===== src/rtl/mips_multicycle_ctrl_if.sv =====
// Control/IR bundle between the multi-cycle control FSM and the MIPS datapath.
// The controller uses master: it samples the IR fields and flags, and drives the strobes.
interface mips_multicycle_ctrl_if;
  logic [5:0] opcode;
  logic [5:0] funct;
  logic       zero;
  logic       mem_ready;

  logic       pc_en;
  logic [1:0] pc_src;
  logic       iord;
  logic       mem_read;
  logic       mem_write;
  logic       ir_write;
  logic       reg_write;
  logic       reg_dst;
  logic       mem_to_reg;
  logic       alu_src_a;
  logic [1:0] alu_src_b;
  logic [2:0] alu_ctrl;

  modport master (
    input  opcode, funct, zero, mem_ready,
    output pc_en, pc_src, iord, mem_read, mem_write, ir_write,
           reg_write, reg_dst, mem_to_reg, alu_src_a, alu_src_b, alu_ctrl
  );

  modport slave (
    output opcode, funct, zero, mem_ready,
    input  pc_en, pc_src, iord, mem_read, mem_write, ir_write,
           reg_write, reg_dst, mem_to_reg, alu_src_a, alu_src_b, alu_ctrl
  );
endinterface


===== src/rtl/mips_multicycle_ctrl.sv =====
// Multi-cycle MIPS control FSM: sequences fetch/decode/execute, waits on memory,
// counts retired instructions and traps on illegal opcodes or memory timeouts.
module mips_multicycle_ctrl #(
  parameter int CNT_WIDTH  = 32,
  parameter int WAIT_LIMIT = 255
) (
  input  logic                   clk,
  input  logic                   rst_n,
  mips_multicycle_ctrl_if.master bus,
  output logic [3:0]             o_state,
  output logic                   o_instr_done,
  output logic [CNT_WIDTH-1:0]   o_instr_count,
  output logic                   o_halted,
  output logic [1:0]             o_trap_cause
);

  typedef enum logic [3:0] {
    ST_RESET    = 4'd0,
    ST_FETCH    = 4'd1,
    ST_DECODE   = 4'd2,
    ST_MEM_ADDR = 4'd3,
    ST_MEM_RD   = 4'd4,
    ST_MEM_WB   = 4'd5,
    ST_MEM_WR   = 4'd6,
    ST_EXEC_R   = 4'd7,
    ST_R_WB     = 4'd8,
    ST_EXEC_I   = 4'd9,
    ST_I_WB     = 4'd10,
    ST_BRANCH   = 4'd11,
    ST_JUMP     = 4'd12,
    ST_TRAP     = 4'd15
  } state_t;

  localparam logic [7:0]           LIMIT      = 8'(WAIT_LIMIT);
  localparam bit                   TIMEOUT_EN = (WAIT_LIMIT != 0);
  localparam logic [CNT_WIDTH-1:0] CNT_ONE    = CNT_WIDTH'(1);

  state_t               r_state;
  state_t               w_nextState;
  logic [7:0]           r_waitCnt;
  logic [CNT_WIDTH-1:0] r_instrCount;
  logic [1:0]           r_trapCause;
  logic [1:0]           w_nextCause;
  logic                 w_waiting;
  logic                 w_timeout;
  logic                 w_instrDone;
  logic                 w_rLegal;
  logic                 w_halted;

  logic       w_pcEn;
  logic [1:0] w_pcSrc;
  logic       w_iord;
  logic       w_memRead;
  logic       w_memWrite;
  logic       w_irWrite;
  logic       w_regWrite;
  logic       w_regDst;
  logic       w_memToReg;
  logic       w_aluSrcA;
  logic [1:0] w_aluSrcB;
  logic [2:0] w_aluCtrl;

  // An access that completes in the limit cycle wins over the timeout
  assign w_timeout = TIMEOUT_EN && (r_waitCnt == LIMIT) && !bus.mem_ready;

  always_comb begin
    w_rLegal = 1'b0;
    case (bus.funct)
      6'b100000, 6'b100010, 6'b100100, 6'b100101, 6'b101010: w_rLegal = 1'b1;
      default:                                                w_rLegal = 1'b0;
    endcase
  end

  always_comb begin
    w_nextState = r_state;
    w_nextCause = r_trapCause;
    w_waiting   = 1'b0;
    w_instrDone = 1'b0;
    w_halted    = 1'b0;
    w_pcEn      = 1'b0;
    w_pcSrc     = 2'b00;
    w_iord      = 1'b0;
    w_memRead   = 1'b0;
    w_memWrite  = 1'b0;
    w_irWrite   = 1'b0;
    w_regWrite  = 1'b0;
    w_regDst    = 1'b0;
    w_memToReg  = 1'b0;
    w_aluSrcA   = 1'b0;
    w_aluSrcB   = 2'b00;
    w_aluCtrl   = 3'b010;

    case (r_state)
      ST_RESET: w_nextState = ST_FETCH;

      ST_FETCH: begin
        w_waiting = 1'b1;
        w_memRead = 1'b1;
        w_aluSrcB = 2'b01;
        if (bus.mem_ready) begin
          w_irWrite   = 1'b1;
          w_pcEn      = 1'b1;
          w_nextState = ST_DECODE;
        end else if (w_timeout) begin
          w_nextState = ST_TRAP;
          w_nextCause = 2'b10;
        end
      end

      ST_DECODE: begin
        w_aluSrcB = 2'b11;
        case (bus.opcode)
          6'b000000: begin
            if (w_rLegal) begin
              w_nextState = ST_EXEC_R;
            end else begin
              w_nextState = ST_TRAP;
              w_nextCause = 2'b01;
            end
          end
          6'b100011, 6'b101011: w_nextState = ST_MEM_ADDR;
          6'b001000:            w_nextState = ST_EXEC_I;
          6'b000100:            w_nextState = ST_BRANCH;
          6'b000010:            w_nextState = ST_JUMP;
          default: begin
            w_nextState = ST_TRAP;
            w_nextCause = 2'b01;
          end
        endcase
      end

      ST_MEM_ADDR: begin
        w_aluSrcA   = 1'b1;
        w_aluSrcB   = 2'b10;
        w_nextState = (bus.opcode == 6'b100011) ? ST_MEM_RD : ST_MEM_WR;
      end

      ST_MEM_RD: begin
        w_waiting = 1'b1;
        w_memRead = 1'b1;
        w_iord    = 1'b1;
        if (bus.mem_ready) begin
          w_nextState = ST_MEM_WB;
        end else if (w_timeout) begin
          w_nextState = ST_TRAP;
          w_nextCause = 2'b10;
        end
      end

      ST_MEM_WB: begin
        w_regWrite  = 1'b1;
        w_memToReg  = 1'b1;
        w_instrDone = 1'b1;
        w_nextState = ST_FETCH;
      end

      ST_MEM_WR: begin
        w_waiting  = 1'b1;
        w_memWrite = 1'b1;
        w_iord     = 1'b1;
        if (bus.mem_ready) begin
          w_instrDone = 1'b1;
          w_nextState = ST_FETCH;
        end else if (w_timeout) begin
          w_nextState = ST_TRAP;
          w_nextCause = 2'b10;
        end
      end

      ST_EXEC_R: begin
        w_aluSrcA = 1'b1;
        case (bus.funct)
          6'b100010: w_aluCtrl = 3'b110;
          6'b100100: w_aluCtrl = 3'b000;
          6'b100101: w_aluCtrl = 3'b001;
          6'b101010: w_aluCtrl = 3'b111;
          default:   w_aluCtrl = 3'b010;
        endcase
        w_nextState = ST_R_WB;
      end

      ST_R_WB: begin
        w_regWrite  = 1'b1;
        w_regDst    = 1'b1;
        w_instrDone = 1'b1;
        w_nextState = ST_FETCH;
      end

      ST_EXEC_I: begin
        w_aluSrcA   = 1'b1;
        w_aluSrcB   = 2'b10;
        w_nextState = ST_I_WB;
      end

      ST_I_WB: begin
        w_regWrite  = 1'b1;
        w_instrDone = 1'b1;
        w_nextState = ST_FETCH;
      end

      ST_BRANCH: begin
        w_aluSrcA   = 1'b1;
        w_aluCtrl   = 3'b110;
        w_pcSrc     = 2'b01;
        w_pcEn      = bus.zero;
        w_instrDone = 1'b1;
        w_nextState = ST_FETCH;
      end

      ST_JUMP: begin
        w_pcSrc     = 2'b10;
        w_pcEn      = 1'b1;
        w_instrDone = 1'b1;
        w_nextState = ST_FETCH;
      end

      ST_TRAP: w_halted = 1'b1;

      default: w_nextState = ST_RESET;
    endcase
  end

  always_ff @(posedge clk or negedge rst_n) begin
    if (!rst_n) begin
      r_state      <= ST_RESET;
      r_trapCause  <= 2'b00;
      r_instrCount <= '0;
    end else begin
      r_state     <= w_nextState;
      r_trapCause <= w_nextCause;
      if (w_instrDone) begin
        r_instrCount <= r_instrCount + CNT_ONE;
      end
    end
  end

  // Wait counter only measures consecutive stalled cycles within one waiting state
  always_ff @(posedge clk or negedge rst_n) begin
    if (!rst_n) begin
      r_waitCnt <= 8'd0;
    end else if (w_nextState != r_state) begin
      r_waitCnt <= 8'd0;
    end else if (w_waiting && !bus.mem_ready) begin
      r_waitCnt <= r_waitCnt + 8'd1;
    end
  end

  assign bus.pc_en      = w_pcEn;
  assign bus.pc_src     = w_pcSrc;
  assign bus.iord       = w_iord;
  assign bus.mem_read   = w_memRead;
  assign bus.mem_write  = w_memWrite;
  assign bus.ir_write   = w_irWrite;
  assign bus.reg_write  = w_regWrite;
  assign bus.reg_dst    = w_regDst;
  assign bus.mem_to_reg = w_memToReg;
  assign bus.alu_src_a  = w_aluSrcA;
  assign bus.alu_src_b  = w_aluSrcB;
  assign bus.alu_ctrl   = w_aluCtrl;

  assign o_state       = r_state;
  assign o_instr_done  = w_instrDone;
  assign o_instr_count = r_instrCount;
  assign o_halted      = w_halted;
  assign o_trap_cause  = r_trapCause;

endmodule


===== src/flat_wrapper.sv =====
// flat-port wrapper written by rule: the top's interface ports become plain ports
module mips_multicycle_ctrl_flat 
#(
  parameter int CNT_WIDTH  = 32,
  parameter int WAIT_LIMIT = 255
)
  (clk, rst_n, o_state, o_instr_done, o_instr_count, o_halted, o_trap_cause, bus_opcode, bus_funct, bus_zero, bus_mem_ready, bus_pc_en, bus_pc_src, bus_iord, bus_mem_read, bus_mem_write, bus_ir_write, bus_reg_write, bus_reg_dst, bus_mem_to_reg, bus_alu_src_a, bus_alu_src_b, bus_alu_ctrl);
  mips_multicycle_ctrl_if bus_i ();
  input  logic clk;
  input  logic rst_n;
  output logic [3:0] o_state;
  output logic o_instr_done;
  output logic [CNT_WIDTH-1:0] o_instr_count;
  output logic o_halted;
  output logic [1:0] o_trap_cause;
  input wire logic [$bits(bus_i.opcode)-1:0] bus_opcode;
  input wire logic [$bits(bus_i.funct)-1:0] bus_funct;
  input wire logic [$bits(bus_i.zero)-1:0] bus_zero;
  input wire logic [$bits(bus_i.mem_ready)-1:0] bus_mem_ready;
  output wire logic [$bits(bus_i.pc_en)-1:0] bus_pc_en;
  output wire logic [$bits(bus_i.pc_src)-1:0] bus_pc_src;
  output wire logic [$bits(bus_i.iord)-1:0] bus_iord;
  output wire logic [$bits(bus_i.mem_read)-1:0] bus_mem_read;
  output wire logic [$bits(bus_i.mem_write)-1:0] bus_mem_write;
  output wire logic [$bits(bus_i.ir_write)-1:0] bus_ir_write;
  output wire logic [$bits(bus_i.reg_write)-1:0] bus_reg_write;
  output wire logic [$bits(bus_i.reg_dst)-1:0] bus_reg_dst;
  output wire logic [$bits(bus_i.mem_to_reg)-1:0] bus_mem_to_reg;
  output wire logic [$bits(bus_i.alu_src_a)-1:0] bus_alu_src_a;
  output wire logic [$bits(bus_i.alu_src_b)-1:0] bus_alu_src_b;
  output wire logic [$bits(bus_i.alu_ctrl)-1:0] bus_alu_ctrl;
  assign bus_i.opcode = bus_opcode;
  assign bus_i.funct = bus_funct;
  assign bus_i.zero = bus_zero;
  assign bus_i.mem_ready = bus_mem_ready;
  assign bus_pc_en = bus_i.pc_en;
  assign bus_pc_src = bus_i.pc_src;
  assign bus_iord = bus_i.iord;
  assign bus_mem_read = bus_i.mem_read;
  assign bus_mem_write = bus_i.mem_write;
  assign bus_ir_write = bus_i.ir_write;
  assign bus_reg_write = bus_i.reg_write;
  assign bus_reg_dst = bus_i.reg_dst;
  assign bus_mem_to_reg = bus_i.mem_to_reg;
  assign bus_alu_src_a = bus_i.alu_src_a;
  assign bus_alu_src_b = bus_i.alu_src_b;
  assign bus_alu_ctrl = bus_i.alu_ctrl;
  mips_multicycle_ctrl #(.CNT_WIDTH(CNT_WIDTH), .WAIT_LIMIT(WAIT_LIMIT)) u_core (.clk(clk), .rst_n(rst_n), .bus(bus_i), .o_state(o_state), .o_instr_done(o_instr_done), .o_instr_count(o_instr_count), .o_halted(o_halted), .o_trap_cause(o_trap_cause));
endmodule

===== config.mk =====
export PLATFORM = sky130hd
export DESIGN_NAME = mips_multicycle_ctrl_flat
export DESIGN_NICKNAME = d
export VERILOG_FILES = /design/src/rtl/mips_multicycle_ctrl_if.sv /design/src/rtl/mips_multicycle_ctrl.sv /design/src/flat_wrapper.sv
export SDC_FILE = /design/constraint.sdc
export NUM_CORES = 1
export LEC_CHECK = 0
export ABC_AREA = 1
export CORE_ASPECT_RATIO = 0.8
export CORE_MARGIN = 2
export CORE_UTILIZATION = 29
export CTS_BUF_LIST = sky130_fd_sc_hd__clkbuf_16
export DETAILED_ROUTE_END_ITERATION = 16
export SLEW_MARGIN = 15
export SYNTH_ARGS = -nofsm -noshare
export SYNTH_HDL_FRONTEND = slang
export SYNTH_SLANG_ARGS = --single-unit

===== constraint.sdc =====
create_clock -name clk -period 1.91 [get_ports clk]
set_clock_uncertainty 0.05 [all_clocks]
set_input_delay 0.382 -clock clk [delete_from_list [all_inputs] [get_ports clk]]
set_output_delay 0.382 -clock clk [all_outputs]
set_load 0.01 [all_outputs]

After elaboration in Yosys (flattened, before gate mapping)
Cells that the tools add are included.
{"block": "op_classes", "add_sub_neg": 2, "eq_ne": 29, "muxes": 33, "n_reduce_logical": 19}
{"operator": "$eq 6x6->1 const B", "count": 7}
{"operator": "$pmux 4 s9", "count": 1}
{"operator": "$add 32x1->32 const B", "count": 1}
{"operator": "$eq 4x4->1 const B", "count": 6}
{"operator": "$mux 4", "count": 5}
{"operator": "$pmux 4 s5", "count": 1}
{"operator": "$eq 4x3->1 const B", "count": 4}
{"operator": "$mux 8", "count": 2}
{"operator": "$reduce_or 5->1", "count": 3}
{"operator": "$mux 1", "count": 12}
{"operator": "$pmux 2 s2", "count": 3}
{"operator": "$pmux 3 s4", "count": 1}
{"operator": "$add 8x1->8 const B", "count": 1}
{"operator": "$eq 4x2->1 const B", "count": 2}
{"operator": "$eq 8x8->1 const B", "count": 1}
{"operator": "$mux 2", "count": 4}
{"operator": "$reduce_or 2->1", "count": 4}
{"operator": "$eq 6x2->1 const B", "count": 1}
{"operator": "$eq 6x3->1 const B", "count": 1}
{"operator": "$eq 6x4->1 const B", "count": 1}
{"operator": "$logic_not 6->1", "count": 1}
{"operator": "$pmux 2 s3", "count": 1}
{"operator": "$pmux 3 s2", "count": 1}
{"operator": "$reduce_or 3->1", "count": 2}
{"operator": "other kinds (14)", "count": 17}
{"block": "totals", "register_bits": 46, "inputBits": 16, "out_inout_bits": 56}

Longest topological paths before layout
Gate-level depths: netlist of run 1.
{"block": "depth", "ltp_word": 8, "mapped_depth": 12, "mapped_depth_nobuf": 12}

Worst setup path after synthesis of run 1
No wires, ideal clock.
{"block": "synth_path", "kind": "flip-flop to output port", "start": "register u_core.r_state[1] (netlist: u_core.o_state[1])", "end": "output port bus_alu_ctrl[0]", "arrival_time_ns": 1.397, "required_ns": 1.478, "setup_slack_ns": 0.081, "stages_incl_launch_ff": 5, "n_path_buf": 0, "path_cell_list": "dfrtp_1 > nand2_1 > nor2_1 > nand4_1 > o21ai_0"}
{"block": "synth_via", "elab_chain_cells": 2, "elab_cells_between_ends": 3, "cone_classes": "eq/ne (2); mux (1)"}
{"element": "from (decl)", "line_no": "mips_multicycle_ctrl.sv:38", "text": "state_t r_state;"}
{"element": "from (signal assigned)", "line_no": "mips_multicycle_ctrl.sv:229", "text": "r_state <= w_nextState;"}
{"element": "$eq 4x4->1 or $eq 4x3->1 (tied branches)", "line_no": "mips_multicycle_ctrl.sv:93", "text": "case (r_state)"}
{"element": "$pmux 3 s2 *", "line_no": "mips_multicycle_ctrl.sv:93"}
{"element": "to (decl)", "line_no": "flat_wrapper.sv:31", "text": "output wire logic [$bits(bus_i.alu_ctrl)-1:0] bus_alu_ctrl;"}
Mark *: on every way between the ends. The rest lies on a longest branch, timed or not.

Final worst setup path of run 1
{"block": "layout_path", "start": "register u_core.r_state[2] (netlist: u_core.o_state[2])", "end": "output port bus_alu_src_b[0]"}
{"block": "layout_via", "elab_chain_cells": 3, "elab_cells_between_ends": 6, "cone_classes": "eq/ne (4); mux (1); reduce/logical (1)"}
{"element": "$eq 4x2->1 or $eq 4x4->1 (tied branches)", "line_no": "mips_multicycle_ctrl.sv:93"}
{"element": "$reduce_or 2->1 (no source line)"}
{"element": "$pmux 2 s3 *", "line_no": "mips_multicycle_ctrl.sv:93"}
{"element": "to (decl)", "line_no": "flat_wrapper.sv:30", "text": "output wire logic [$bits(bus_i.alu_src_b)-1:0] bus_alu_src_b;"}
Marked as above.

==> results of run 1 <==
==> registers in the layout, indices dropped and copies added (netlist names) <==
name	cells
u_core.o_instr_count	32
u_core.o_state	4
u_core.o_trap_cause	2
u_core.r_waitCnt	8
==> cell families (layout without fill, tap and decap cells) <==
group	count (synthesis)	count (layout)	share of synthesized area
and+or+nand+nor	257	257	0.387
buffers and inverters	56	232	0.0738
adders and majority gates	2	2	0.00839
muxes	1	1	0.00336
AOI/OAI and AO/OA	20	20	0.0357
DFF	46	46	0.386
xor gates and xnor gates	36	36	0.106
==> power by group through the flow <==
stage | Combinational [mW] | Sequential (mW) | Clock [mW]
after floorplan | 1.20 | 1.38 | 0
after global placement | 2.84 | 1.29 | 0
after detailed placement | 2.87 | 1.29 | 0
after CTS | 3.60 | 1.28 | 0.882
after global routing | 4.70 | 1.33 | 0.925
final | 4.37 | 1.31 | 0.858
==> synth_stat cells <==
library cell / count
nor2_1: 52
nand2_1: 121
o2111ai_1: 1
clkbuf_1: 1
mux2i_1: 1
buf_6: 1
nor3_4: 1
inv_2: 3
nand4_1: 14
inv_1: 49
ha_1: 2
nor3_1: 15
nand3_2: 1
xnor2_1: 5
nor3_2: 2
xor2_1: 31
nand3b_1: 1
a21oi_1: 5
nand2_2: 5
nor2_4: 2
buf_2: 2
nand3_1: 33
nand4_2: 1
nor2_2: 5
nor3b_1: 1
a21boi_0: 1
dfrtp_1: 46
o21ai_0: 13
nor4_1: 3
==> per-layer routing <==
metal | global-route usage | vias to the layer above | wire length [um]
met1 | 0.266 | 1624 | 4860
met2 | 0.274 | 99 | 4680
met4 | 0.0562 | 0 | 138
met3 | 0.0278 | 13 | 477
met5 | 0 | - | 0
li1 | - | 1682 | -
==> per-stage QoR <==
| step | setup TNS (ns) | hold slack [ns] |
|---|---|---|
| after detailed placement | -6.80 | 0.287 |
| after global routing | -6.62 | 0.475 |
| after CTS | -0.989 | 0.438 |
| after floorplan | 0 | 0.0364 |
| final | -2.50 | 0.423 |
| after global placement | -6.66 | 0.289 |
==> worst max-delay path, stage by stage (launching register included) <==
cell	delay [ns]
dfrtp_2	0.50
buf_4	0.18
nor2_4	0.13
inv_2	0.08
buf_4	0.13
o21ai_1	0.17
buf_2	0.17
==> path summary, 6_finish.rpt <==
path | startpoint | to | slack (ns) | cells after the start
worst max-delay path | u_core.o_state[2]$_DFF_PN0_ | bus_alu_src_b[0] | -0.19 | 6
worst min-delay path | u_core.o_trap_cause[1]$_DFFE_PN0P_ | u_core.o_trap_cause[1]$_DFFE_PN0P_ | 0.42 | 2
worst max register to register | u_core.o_state[2]$_DFF_PN0_ | u_core.r_waitCnt[4]$_DFFE_PN0P_ | -0.15 | 12
worst min register to register | u_core.o_trap_cause[1]$_DFFE_PN0P_ | u_core.o_trap_cause[1]$_DFFE_PN0P_ | 0.42 | 2
max in group asynchronous | rst_n | u_core.o_state[2]$_DFF_PN0_ | 0.80 | 3
min in group asynchronous | rst_n | u_core.o_instr_count[27]$_DFFE_PN0P_ | 0.49 | 2
==> what timing repair did <==
| item | CTS | global route |
|---|---|---|
| endpoints found under the hold margin | 15 | 0 |
| setup buffers | 21 | 13 |
| cloned | 1 | 1 |
| setup endpoints to repair | 45 | 56 |
| hold buffers | 1 | 0 |
| pin swaps | 23 | 30 |
| gates resized for setup | 129 | 84 |
==> area by class of cell <==
type / count / area, sq um
Fill cell: 935 / 4880
Multi-Input combinational cell: 316 / 1980
Timing Repair Buffer: 172 / 1570
Sequential cell: 46 / 1150
Inverter: 52 / 213
Tap cell: 140 / 175
Clock buffer: 5 / 125
Clock inverter: 3 / 17.5
==> impl_metrics.yaml, run 1 <==
critical_path:
  cp.arrival_ns: 1.66
  worstSetupPathType: "reg2out"
  endpoint_kind: "output pin"
  cp.required_ns: 1.48
  cp-start-kind: "flip-flop"
  worstPathMaxFanout: 5
finish:
  n_antenna_cell: 0
  finish.instance_area_sq_um: 5230
  instances_no_fill: 734
  area_delta_synth_final_pct: 75.4
  final_common_cell: "nand2_1"
  final_cell_mix: "103 x nand2_1, 79 x buf_4, 46 x inv_1"
  fin_util: 0.517
  drive_gt1_frac: 0.350
  nNetsFinal: 611
sta:
  fmax_mhz: 477
  hold_violations: 0
  maxSlewHeadroom: 0.643
  setup_viol: 35
  period_needed_ns: 2.10
  grt_setup_unrepaired: "yes"
  setup_ws_ns: -0.185
  worstMarginPinSlew_ns: 0.531
  slew_violations: 0
  fin_crit_sh: 1.10
global_routing:
  grt_usage: 0.181
  antenna_found_initial: 0
  grt_pass1_wl_um: 16100
  overflow: 0
  grt_max_degree: 32
  grt_pass1_vias: 3212
yosys:
  syn_nets: 436
  ys_warn_count: 0
  synth_area_per_cell_sq_um: 7.14
  synth_area_sq_um: 2980
  syn_inst: 418
  synth_top_area_frac: 0.386
  yosysSeqAreaShare: 0.386
  yosys-top-cells-area: "dfrtp_1 39%, nand2_1 15%, xor2_1 9.1%"
  yosysUniqueCellTypes: 29
  synth_area_leader_cell: "dfrtp_1"
  ys_ff_latch: 46
worst_hold_path:
  hold_path.class: "reg2reg"
clock_network:
  cts-root-buf: "clkbuf_16"
  cts.sinks: 46
  cts_tree: "done"
  clk-insertion-delay-late_ns: 0.30
  clk_pin_slew_ns: 0.06
  cts_buffers: 5
  cts.htree.levels: 2
  clk_path_buf_depth: 2
detailed_routing:
  antenna_left: 0
  routed_wl_um: 10200
  drc_errors: 0
  drt_iter0_markers: 179
  routedWlPerCell_um: 13.8
  vias: 3418
  drtPass1Iterations: 5
  via_per_inst: 4.66
floorplanning:
  die_area_sq_um: 11100
  die_h_um: 94.7
  ioPinCount: 72
  die_w_um: 117
  initial_utilization: 0.295
  core.rowCount: 33
  core_area_sq_um: 10100
placement:
  dpl.cell_count: 690
  placed_area_sq_um: 4340
  routabilityCongestion: 0.943
  portBuffers: 71
  dp_slack_ns: -0.473
  dp_hpwl_um: 7150
pwr:
  sequentialPowerShare: 0.200
  p_int_mw: 3.83
  p_switching_mw: 2.70
  pwr_density_cell_nw_per_um2: 1250
  peakVddDrop_mv: 0.612
  switching_share: 0.414
  finalPower_mw: 6.54
  p_leak_nw: 2.62
  clkPwrFrac: 0.131
  combPwrFrac: 0.669
run_status:
  status: "finished, violations left"
  violations: "negative setup slack"
flow_run:
  maxCapViolations: 0
No activity file was read; power rests on OpenSTA's default activity.
==> run 2, diff against run 1 <==
Settings changed: SLEW_MARGIN 15 to default.
==> results of run 2 <==
Final layout, timing and power as in run 1 (identical DEF).
==> run 3, diff against run 2 <==
Clock period 1.91 ns to 2.5 ns, I/O delays scaled along.
==> run 3 against run 2 <==
The flow now finishes without violations. Final cell count down 12%. Hold slack got worse by 0.18 ns. Sequential share of layout area rose by 6.2 points. Utilization is 11 points lower. Die area did not move. Count of clock-buffer cells in the layout unchanged. Worst setup slack gained 0.25 ns. Critical path type unchanged. Largest cell class unchanged. Largest power group unchanged.
==> impl_metrics.yaml, run 3 (synthesized netlist as in run 1, its figures left out) <==
critical_path:
  ff2ff_setup_slack_ns: 0.33
  endpoint_kind: "output pin"
  reg2reg_depth: 12
  startpoint: "u_core.o_state[2]$_DFF_PN0_"
  cp.arrival_ns: 1.89
  worstPathMaxFanout: 8
  cp-start-kind: "flip-flop"
  r2r_start: "u_core.o_state[2]$_DFF_PN0_"
  worstSetupPathType: "reg2out"
  cp.required_ns: 1.95
detailed_routing:
  via_per_inst: 4.64
  antenna_left: 0
  routedWlPerCell_um: 13.1
  drtPass1Iterations: 5
  drc_errors: 0
  drt_iter0_markers: 172
  vias: 2989
  routed_wl_um: 8440
global_routing:
  grt_usage: 0.154
  antenna_found_initial: 0
  overflow: 0
  grt_max_degree: 47
  grt_pass1_wl_um: 13900
  grt_pass1_vias: 2732
sta:
  hold_violations: 0
  grt_setup_unrepaired: "yes"
  fin_crit_sh: 0.975
  slew_violations: 0
  worstMarginPinSlew_ns: 0.598
  hold_slack_ns: 0.239
  fmax_mhz: 410
  setup_viol: 0
  maxSlewHeadroom: 0.602
  period_needed_ns: 2.44
  setup_ws_ns: 0.0622
pwr:
  p_int_mw: 1.97
  peakVddDrop_mv: 0.429
  clkPwrFrac: 0.197
  sequentialPowerShare: 0.294
  p_leak_nw: 1.93
  combPwrFrac: 0.509
  p_switching_mw: 1.48
  switching_share: 0.429
  pwr_density_cell_nw_per_um2: 841
  finalPower_mw: 3.44
run_status:
  status: "finished, final reports clean"
clock_network:
  cts.sinks: 46
  cts-root-buf: "clkbuf_16"
  clk_pin_slew_ns: 0.07
  cts_buffers: 5
  cts_tree: "done"
  clk-insertion-delay-late_ns: 0.29
  cts_hold_buf: 0
  cts.htree.levels: 2
  clk_path_buf_depth: 2
finish:
  drive_gt1_frac: 0.0972
  finish.instance_area_sq_um: 4090
  final_common_cell: "nand2_1"
  largest_reg_flops: 32
  nNetsFinal: 521
  nFillCells: 1033
  n_antenna_cell: 0
  area_delta_synth_final_pct: 37.2
  final_cell_mix: "120 x nand2_1, 67 x clkdlybuf4s50_1, 49 x inv_1"
placement:
  dp_slack_ns: -0.163
  dp_hpwl_um: 6630
  portBuffers: 71
  placed_area_sq_um: 3910
  routabilityCongestion: 0.910
floorplanning:
  initial_utilization: 0.295
  core_area_sq_um: 10100
  die_area_sq_um: 11100
  die_h_um: 94.7
  core.rowCount: 33
  ioPinCount: 72
  die_w_um: 117
worst_hold_path:
  hold_path.class: "in2async"
flow_run:
  maxCapViolations: 0
[run 3: changes by cell type in the layout (fill, tap and decap cells not counted), moves of 4 or more]
cell,before,now
buf_2,9,1
nand3_4,4,0
nor2_4,16,3
nor2_1,29,47
buf_6,22,0
nand2_1,103,120
nand3_1,24,33
buf_4,79,11
nand2_2,13,6
nor2_2,14,9
nand2_4,10,0
nand3_2,6,1
clkdlybuf4s50_1,44,67
[run 3: cell type report]
class	instances	area, sq um	area share
tap	140	175	0.0428
clock inverter	3	23.8	0.00581
inverter	52	195	0.0477
multi-input combinational	316	1630	0.399
sequential	46	1150	0.282
timing repair buffer	82	788	0.193
clock buffer	5	125	0.0306
[run 3: layer usage]
metal	global-route usage	up-vias	wire length, um
li1	-	1503	-
met1	0.239	1399	4410
met2	0.228	83	3550
met3	0.0229	4	441
met4	0.0241	0	27
met5	0	-	0
[run 3: worst max-delay path, stage by stage, from the launching register on]
cell and delay, ns:
dfrtp_2 0.49, nor2_2 0.21, nand2_1 0.14, inv_1 0.10, nand2_1 0.05, nand3_1 0.06, clkdlybuf4s50_1 0.54
[run 3: through the flow]
stage / setup TNS, ns / utilization / cells
6_report: 0 / 0.405 / 644
5_1_grt: -0.0388 / 0.405 / 644
4_1_cts: 0 / 0.402 / 642
3_5_place_dp: -0.253 / 0.386 / 634
3_3_place_gp: -0.0806 / 0.386 / 634
2_1_floorplan: 0 / - / 418
[run 3: what timing repair did]
action / in CTS / in global routing
setup endpoints to repair: 5 / 5
buffers inserted: 0 / 2
pin swaps: 0 / 0
resized for setup: 8 / 7
[run 3: final timing paths]
path | end
min in group clk | u_core.o_trap_cause[1]$_DFFE_PN0P_
worst max register to register | u_core.o_instr_count[11]$_DFFE_PN0P_
max in group asynchronous | u_core.o_state[2]$_DFF_PN0_
worst min register to register | u_core.o_trap_cause[1]$_DFFE_PN0P_
worst max-delay path | bus_pc_en
worst min-delay path | u_core.o_instr_count[30]$_DFFE_PN0P_
[run 3: power groups by stage]
stage | clock (mW) | sequential, mW | combinational [mW]
after floorplan | 0 | 1.05 | 0.914
after global placement | 0 | 1.02 | 1.68
after detailed placement | 0 | 1.02 | 1.69
after CTS | 0.695 | 1.02 | 1.70
after global routing | 0.722 | 1.03 | 1.93
final | 0.679 | 1.01 | 1.75
